===== src/rtl/div_seq.sv =====
`default_nettype none
// ============================================================================
// Module   : div_seq
// Purpose  : Radix-2 restoring DIV/DIVU sequencer for EX, {HI,LO} result with
//            start/ready handshake. Optional macro: DIV_EARLY_OUT_EN.
// Revision : 1.0 - initial release
// ============================================================================
module div_seq #(
    parameter int DATA_W = 32
) (
    input  logic                  clk,
    input  logic                  rst,
    input  logic                  signed_div_i,
    input  logic [DATA_W-1:0]     opdata1_i,
    input  logic [DATA_W-1:0]     opdata2_i,
    input  logic                  start_i,
    input  logic                  annul_i,
    output logic [2*DATA_W-1:0]   result_o,
    output logic                  ready_o,
    output logic                  busy_o
);

    localparam int              CNT_W    = $clog2(DATA_W + 1);
    localparam logic [CNT_W-1:0] LAST_CNT = CNT_W'(DATA_W);

    typedef enum logic [1:0] {
        S_FREE   = 2'd0,
        S_BYZERO = 2'd1,
        S_ON     = 2'd2,
        S_END    = 2'd3
    } state_t;

    state_t                 state_q;
    logic [CNT_W-1:0]       cnt_q;
    logic [2*DATA_W:0]      work_q;
    logic [2*DATA_W:0]      work_d;
    logic [DATA_W-1:0]      divisor_q;
    logic                   sign_quo_q;
    logic                   sign_rem_q;
    logic [2*DATA_W-1:0]    result_q;
    logic                   ready_q;

    logic [DATA_W-1:0]      mag1;
    logic [DATA_W-1:0]      mag2;
    logic [DATA_W:0]        minuend;
    logic [DATA_W:0]        diff;
    logic [DATA_W-1:0]      quo_fix;
    logic [DATA_W-1:0]      rem_fix;

    // work_q = {partial remainder, remaining dividend bits, quotient bits};
    // the top DATA_W+1 bits are always the already-shifted trial minuend.
    always_comb begin
        mag1    = (signed_div_i && opdata1_i[DATA_W-1]) ? -opdata1_i : opdata1_i;
        mag2    = (signed_div_i && opdata2_i[DATA_W-1]) ? -opdata2_i : opdata2_i;
        minuend = work_q[2*DATA_W:DATA_W];
        diff    = minuend - {1'b0, divisor_q};
        if (diff[DATA_W]) begin
            work_d = {work_q[2*DATA_W-1:0], 1'b0};
        end else begin
            work_d = {diff[DATA_W-1:0], work_q[DATA_W-1:0], 1'b1};
        end
        quo_fix = sign_quo_q ? -work_q[DATA_W-1:0] : work_q[DATA_W-1:0];
        rem_fix = sign_rem_q ? -work_q[2*DATA_W:DATA_W+1] : work_q[2*DATA_W:DATA_W+1];
    end

    always_ff @(posedge clk) begin
        if (!rst) begin
            state_q    <= S_FREE;
            cnt_q      <= '0;
            work_q     <= '0;
            divisor_q  <= '0;
            sign_quo_q <= 1'b0;
            sign_rem_q <= 1'b0;
            result_q   <= '0;
            ready_q    <= 1'b0;
        end else begin
            case (state_q)
                S_FREE: begin
                    ready_q  <= 1'b0;
                    result_q <= '0;
                    if (start_i && !annul_i) begin
                        divisor_q  <= mag2;
                        work_q     <= {{DATA_W{1'b0}}, mag1, 1'b0};
                        sign_quo_q <= signed_div_i & (opdata1_i[DATA_W-1] ^ opdata2_i[DATA_W-1]);
                        sign_rem_q <= signed_div_i & opdata1_i[DATA_W-1];
                        cnt_q      <= '0;
                        if (opdata2_i == '0) begin
                            state_q <= S_BYZERO;
`ifdef DIV_EARLY_OUT_EN
                        end else if (mag1 < mag2) begin
                            // Quotient is zero; remainder is the dividend as given.
                            state_q  <= S_END;
                            result_q <= {opdata1_i, {DATA_W{1'b0}}};
                            ready_q  <= 1'b1;
`endif
                        end else begin
                            state_q <= S_ON;
                        end
                    end
                end
                S_BYZERO: begin
                    result_q <= '0;
                    if (annul_i) begin
                        state_q <= S_FREE;
                        ready_q <= 1'b0;
                    end else begin
                        state_q <= S_END;
                        ready_q <= 1'b1;
                    end
                end
                S_ON: begin
                    if (annul_i) begin
                        state_q  <= S_FREE;
                        ready_q  <= 1'b0;
                        result_q <= '0;
                    end else if (cnt_q == LAST_CNT) begin
                        state_q  <= S_END;
                        ready_q  <= 1'b1;
                        result_q <= {rem_fix, quo_fix};
                    end else begin
                        work_q <= work_d;
                        cnt_q  <= cnt_q + 1'b1;
                    end
                end
                S_END: begin
                    if (!start_i || annul_i) begin
                        state_q  <= S_FREE;
                        ready_q  <= 1'b0;
                        result_q <= '0;
                    end
                end
                default: begin
                    state_q  <= S_FREE;
                    ready_q  <= 1'b0;
                    result_q <= '0;
                end
            endcase
        end
    end

    assign result_o = result_q;
    assign ready_o  = ready_q;
    assign busy_o   = (state_q != S_FREE);

endmodule
`default_nettype wire

===== config.mk =====
export PLATFORM = sky130hd
export DESIGN_NAME = div_seq
export DESIGN_NICKNAME = d
export VERILOG_FILES = /design/src/rtl/div_seq.sv
export SDC_FILE = /design/constraint.sdc
export NUM_CORES = 1
export LEC_CHECK = 0
export CAP_MARGIN = 30
export CORE_UTILIZATION = 60
export DETAILED_ROUTE_END_ITERATION = 12
export GPL_TIMING_DRIVEN = 0
export HOLD_SLACK_MARGIN = 0.15
export PLACE_DENSITY = 0.85
export SYNTH_ARGS = -nofsm -noshare
export SYNTH_HDL_FRONTEND = slang
export SYNTH_SLANG_ARGS = --single-unit

===== constraint.sdc =====
create_clock -name clk -period 8.95 [get_ports clk]
set_input_delay 0.895 -clock clk [delete_from_list [all_inputs] [get_ports clk]]
set_output_delay 0.895 -clock clk [all_outputs]
set_load 0.01 [all_outputs]

==> flow_metrics.py, run 1 <==
metrics = {
    "pwr": {
        "clock_power_share_pct": 28.0,
        "power.internal_mw": 1.68,
        "switching_share_pct": 38.5,
        "comb_power_share_pct": 37.8,
        "power.density_nw_per_um2": 208,
        "vdd_ir_drop_max_mv": 0.144,
        "switching_power_mw": 1.05,
        "seqPwrFrac_pct": 34.2,
        "leakage_nw": 4.87,
    },
    "synth": {
        "synth-async-reset-ratio_pct": 0,
        "avgSynthCellArea_sq_um": 7.74,
        "synth_area_sq_um": 10900,
        "yosys_warnings": 0,
        "yosysSeqAreaShare_pct": 31.6,
        "ys_types": 63,
        "syn_inst": 1407,
        "synth_seq_cells": 172,
        "synth_edf_count": 0,
        "synth_nets": 1519,
        "synth_top_flop_cell": "dfxtp_1",
    },
    "layout": {
        "final_cell_mix": "dfxtp_1, nand2_1, nor2_1, clkdlybuf4s50_1, o21ai_0",
        "fillCellCount": 1357,
        "final_layout_size_suffix_gt1_share_pct": 3.12,
        "layout_commonest_cell": "dfxtp_1",
        "final_nets": 1672,
        "syn2layout_area_growth_pct": 20.3,
    },
    "timing": {
        "rsz0062_at_grt": "no",
        "finalCriticalPeriod_ns": 4.23,
        "final_hold_viol_count": 0,
        "tightest_slew_ns": 0.977,
        "finalSetupViolCount": 0,
        "fin_setup_tns_ns": 0,
        "finalCritPeriodShare_pct": 47.3,
        "skew_ns": 0.00897,
        "setup_ws_ns": 4.72,
        "slew_headroom_pct": 34.6,
        "drv_slew": 0,
        "timing.fmax_mhz": 236,
    },
    "worst_setup_path": {
        "reg2reg_to": "work_q[47]",
        "r2r_start": "work_q[33]",
        "crit_path_start_kind": "flip-flop",
        "cp-end-kind": "flip-flop",
        "regToRegSetupSlack_ns": 4.72,
        "crit_fanout": 10,
        "worst_ep_required_time_ns": 9.26,
        "arrival_ns": 4.53,
        "rr_worst_depth": 13,
        "crit_type": "reg -> reg",
    },
    "clocking": {
        "clockBufferDepth": 2,
        "root_buffer": "clkbuf_16",
        "cts.sinks": 172,
        "cts.clk_slew.worst_paths_ns": 0.07,
        "cts_made_buffers": 17,
        "cts.repair.resized": 0,
        "post_cts_buffers": 0,
        "cts_tree": "built",
        "insertion_delay_ns": 0.44,
        "cts_hold_buf": 0,
        "cts_max_level": 4,
    },
    "die": {
        "die_w_microns": 137,
        "io_pins": 135,
        "dieArea_sq_um": 18700,
        "rows": 48,
        "die_h_microns": 137,
        "start_util_pct": 62.1,
        "core_sq_um": 17500,
    },
    "flow_run": {
        "max-cap-violations": 0,
    },
    "placed_design": {
        "pre_cts_ws_ns": 4.78,
        "dp_hpwl_microns": 24600,
        "port_buffers": 133,
        "gp_congestion": 0.968,
    },
    "route": {
        "dr.pass1.iters": 5,
        "via_count": 11038,
        "wl_per_cell_microns": 18.0,
        "drcViolationCount": 0,
        "totalWireLength_microns": 32300,
        "ant_nets": 0,
        "vias_per_cell": 6.14,
        "initialDrtViolationCount": 1205,
    },
    "worst_hold_path": {
        "holdCritStartpoint": "result_o[57]",
        "hold_path_class": "reg -> reg",
        "min_to": "result_o[57]",
        "hold_depth": 2,
    },
    "global_route": {
        "grt_max_degree": 17,
        "grt_pass1_vias": 9897,
        "gr-total-overflow": 0,
        "antenna_found_initial": 0,
        "grt_pass1_wl_microns": 50400,
        "grt_usage_pct": 34.8,
    },
    "status": {
        "outcome": "completed",
    },
}
==> through the flow <==
| step | util, % | power [mW] | hold WS [ns] | cells | cell area, sq um |
|---|---|---|---|---|---|
| global placement | 71.3 | 1.91 | 0.436 | 1765 | 12500 |
| finish | 74.7 | 2.72 | 0.452 | 1797 | 13100 |
| floorplan | - | 1.63 | 0.432 | 1407 | 10900 |
| global route | 74.7 | 2.85 | 0.492 | 1796 | 13100 |
| detailed placement | 71.4 | 1.93 | 0.445 | 1766 | 12500 |
| CTS | 74.7 | 2.69 | 0.460 | 1796 | 13100 |
==> how the worst max path moves through the flow <==
stage	from	endpoint	slack [ns]	cells past startpoint
CTS	work_q[33]	work_q[47]	4.78	13
detailed placement	opdata2_i[6]	divisor_q[29]	4.78	8
global route	work_q[33]	work_q[47]	4.50	13
floorplan	work_q[32]	work_q[42]	5.78	14
global placement	opdata2_i[6]	divisor_q[29]	4.82	8
finish	work_q[33]	work_q[47]	4.72	13
==> routing by layer <==
metal	track usage (%)	routed length, microns	vias to the layer above
met5	0	0	-
met4	12.2	697	0
met3	7.00	2790	66
met2	54.0	14400	538
met1	47.8	14400	5140
li1	-	-	5294
==> power by group through the flow <==
stage                     Combinational, mW  Clock (mW)  Sequential (mW)
after floorplan                       0.718           0            0.916
after global placement                0.973           0            0.937
after detailed placement              0.991           0            0.943
after CTS                              1.00       0.759            0.926
after global routing                   1.12       0.790            0.939
final                                  1.03       0.762            0.933
==> registers in the layout, indices dropped and copies added (netlist names) <==
signal / flops
cnt_q: 6
divisor_q: 32
ready_o: 1
result_o: 64
sign_quo_q: 1
sign_rem_q: 1
state_q: 2
work_q: 65
==> worst max-delay path, cell delays in order, from the launching register on <==
cell and delay, ns:
dfxtp_1 0.48, inv_1 0.16, fa_1 0.43, nand2b_1 0.19, a21oi_1 0.27, o21ai_0 0.25
a2111oi_0 0.63, o2111a_1 0.33, o2111ai_1 0.12, nand3b_1 0.11, buf_2 0.30, buf_2 0.38
mux2i_1 0.32, o21ai_0 0.13
==> logic make-up after synthesis <==
kind of cell / Yosys count / share of synthesized area (%)
DFF: 172 / 31.6
buffers and inverters: 145 / 5.11
muxes: 33 / 3.03
AOI/OAI and AO/OA: 403 / 23.7
and+or+nand+nor: 464 / 19.7
xor gates and xnor gates: 147 / 11.8
adders and majority gates: 43 / 5.01
==> Yosys cell counts, drive strengths merged (4+ instances only) <==
cell type	n	area share [%]
a211oi	32	2.2
a21o	19	1.3
a21oi	83	3.8
a22oi	56	3.9
a31oi	12	0.69
and2	8	0.46
and3	7	0.40
buf	12	0.53
clkbuf	70	2.4
dfxtp	172	32
ha	42	4.8
inv	63	2.2
mux2i	33	3.0
nand2	165	5.7
nand2b	14	0.80
nand3	31	1.5
nand3b	8	0.55
nand4	8	0.46
nor2	144	5.0
nor3	19	0.87
nor3b	6	0.41
nor4	13	0.94
o211ai	11	0.76
o21a	4	0.28
o21ai	118	5.4
o31ai	26	1.8
o41ai	12	1.1
or2	6	0.34
or3	14	0.80
or4	13	0.96
xnor2	90	7.2
xor2	57	4.6
==> layout make-up <==
cell class / instances / area (sq um) / share of cell area [%]
repair buffers: 134 / 1340 / 10.2
flip-flops and latches: 172 / 3440 / 26.3
clock inverters: 9 / 138 / 1.05
plain buffers: 82 / 320 / 2.44
diodes: 1 / 2.50 / 0.0191
clock buffers: 21 / 450 / 3.44
inverters: 63 / 236 / 1.80
well taps: 225 / 282 / 2.15
multi-input cells: 1090 / 6900 / 52.6
No activity file was read; power rests on OpenSTA's default activity.
==> run 2, diff against run 1 <==
--- a/config.mk
+++ b/config.mk
@@ -6,11 +6,11 @@
 export NUM_CORES = 1
 export LEC_CHECK = 0
 export CAP_MARGIN = 30
-export CORE_UTILIZATION = 60
+export CORE_UTILIZATION = 57
 export DETAILED_ROUTE_END_ITERATION = 12
 export GPL_TIMING_DRIVEN = 0
 export HOLD_SLACK_MARGIN = 0.15
-export PLACE_DENSITY = 0.85
+export PLACE_DENSITY = 0.82
 export SYNTH_ARGS = -nofsm -noshare
 export SYNTH_HDL_FRONTEND = slang
 export SYNTH_SLANG_ARGS = --single-unit
==> constraint.sdc (replaced) <==
create_clock -name clk -period 3.95 [get_ports clk]
set_input_delay 0.395 -clock clk [delete_from_list [all_inputs] [get_ports clk]]
set_output_delay 0.395 -clock clk [all_outputs]
set_load 0.01 [all_outputs]
==> run 2 against run 1 <==
Effect of this change:
- register-to-register slack got worse by 4.5 ns
- count of clock-buffer cells in the layout fell by 3
- sequential power rose by 130%
- core utilization shrank 4.4 points
- cell area grew 0.42%
- sequential share of layout area fell by 0.11 points
- hold slack gained 0.0010 ns
- combinational power is 130% higher
- clock skew barely moved
- critical path type unchanged
- largest power group unchanged
==> flow_metrics.py, run 2 (synthesis results as in run 1) <==
metrics = {
    "status": {
        "outcome": "completed",
    },
    "worst_setup_path": {
        "crit_type": "reg -> reg",
        "crit_path_start_kind": "flip-flop",
        "crit_fanout": 10,
        "arrival_ns": 4.03,
        "cp-end-kind": "flip-flop",
        "worst_ep_required_time_ns": 4.25,
    },
    "clocking": {
        "cts.sinks": 172,
        "cts_made_buffers": 17,
        "cts_hold_buf": 0,
        "root_buffer": "clkbuf_16",
        "insertion_delay_ns": 0.44,
        "cts_tree": "built",
        "cts.clk_slew.worst_paths_ns": 0.07,
        "cts_max_level": 4,
        "post_cts_buffers": 0,
        "clockBufferDepth": 2,
    },
    "pwr": {
        "vdd_ir_drop_max_mv": 0.305,
        "power.density_nw_per_um2": 473,
        "leakage_nw": 4.88,
    },
    "timing": {
        "slew_headroom_pct": 37.9,
        "fin_setup_tns_ns": 0,
        "finalCriticalPeriod_ns": 3.73,
        "final_hold_viol_count": 0,
        "timing.fmax_mhz": 268,
        "finalCritPeriodShare_pct": 94.4,
        "rsz0062_at_grt": "no",
        "skew_ns": 0.00926,
        "drv_slew": 0,
        "finalSetupViolCount": 0,
        "tightest_slew_ns": 0.927,
        "hold_slack_ns": 0.453,
    },
    "layout": {
        "syn2layout_area_growth_pct": 20.8,
        "diodes": 0,
        "layout_commonest_cell": "dfxtp_1",
        "final_nets": 1672,
        "top_register": "work_q",
        "final_layout_size_suffix_gt1_share_pct": 3.50,
        "final_cell_mix": "dfxtp_1, nand2_1, nor2_1, clkdlybuf4s50_1, o21ai_0",
        "largest_reg_flops": 65,
        "fillCellCount": 1563,
    },
    "global_route": {
        "grt_pass1_vias": 9862,
        "grt_pass1_wl_microns": 51500,
        "grt_usage_pct": 32.9,
        "antenna_found_initial": 0,
        "grt_max_degree": 17,
        "gr-total-overflow": 0,
    },
    "route": {
        "ant_nets": 0,
        "met3_length_microns": 2500,
        "via_count": 10929,
        "route.met2.wl_microns": 14100,
        "drcViolationCount": 0,
        "totalWireLength_microns": 32100,
        "wl_per_cell_microns": 17.8,
        "vias_per_cell": 6.05,
        "dr.pass1.iters": 5,
        "wl_met1_microns": 14900,
        "initialDrtViolationCount": 1283,
        "topRoutingLayerUsed": "met4",
    },
    "die": {
        "rows": 50,
        "start_util_pct": 58.2,
        "die_h_microns": 140,
        "die_w_microns": 140,
        "dieArea_sq_um": 19700,
        "core_sq_um": 18700,
        "io_pins": 135,
    },
    "flow_run": {
        "max-cap-violations": 0,
    },
    "worst_hold_path": {
        "hold_path_class": "reg -> reg",
    },
    "placed_design": {
        "gp_congestion": 0.988,
        "port_buffers": 133,
        "dp_hpwl_microns": 24900,
    },
}
==> run 2: cell types whose count changed in the layout (fill, tap and decap cells not counted), moves of 2 or more <==
cell	change
buf_2	-3
clkinvlp_4	+2
clkbuf_4	+3
clkbuf_1	-3
inv_6	+2
==> run 2: critical path, stage by stage, from the launching register on <==
cell,delay [ns]
dfxtp_1,0.38
inv_1,0.09
ha_1,0.22
fa_1,0.38
nand2b_1,0.21
a21oi_1,0.28
o21ai_1,0.22
a2111oi_2,0.36
o2111a_1,0.30
o2111ai_1,0.12
nand3b_1,0.11
buf_2,0.28
clkbuf_4,0.32
mux2i_1,0.22
o21ai_0,0.10
==> run 2: power breakdown <==
part | total [mW] | switching [mW] | internal [mW]
clock | 1.78 | 0.752 | 1.03
combinational | 2.33 | 1.45 | 0.884
sequential | 2.11 | 0.202 | 1.91
==> run 2: stage by stage <==
step	instances	utilization, %	power [mW]	area [sq um]	setup slack, ns
global route	1807	70.4	6.53	13200	0.0655
CTS	1807	70.3	6.14	13100	0.0489
finish	1807	70.4	6.22	13200	0.220
detailed placement	1775	67.0	4.39	12500	0.0285
global placement	1774	66.9	4.33	12500	0.0679
floorplan	1407	-	3.70	10900	0.784
==> run 2: repair_timing <==
| action | 4_1_cts | 5_1_grt |
|---|---|---|
| setup endpoints to repair | 5 | 28 |
| endpoints found under the hold margin | 0 | 0 |
| resized for setup | 1 | 5 |
==> run 2: worst paths after layout <==
path	from	to	slack (ns)	depth (start not counted)
worst max-delay path	work_q[32]	work_q[44]	0.22	14
worst min-delay path	result_o[63]	result_o[63]	0.45	2
worst max register to register	work_q[32]	work_q[44]	0.22	14
worst min register to register	result_o[63]	result_o[63]	0.45	2
==> run 2: per-layer routing <==
metal	GRT usage, %	up-vias
met5	0	-
met4	10.1	0
met3	4.48	50
met2	50.6	467
met1	47.6	5118
li1	-	5294
==> run 2: area by class of cell <==
cell class	instances	area, sq um	share of cell area [%]
flip-flops and latches	172	3440	26.2
plain buffers	82	328	2.49
clock buffers	18	439	3.34
repair buffers	134	1340	10.2
multi-input cells	1090	6900	52.5
well taps	234	293	2.22
inverters	63	236	1.80
clock inverters	14	181	1.38
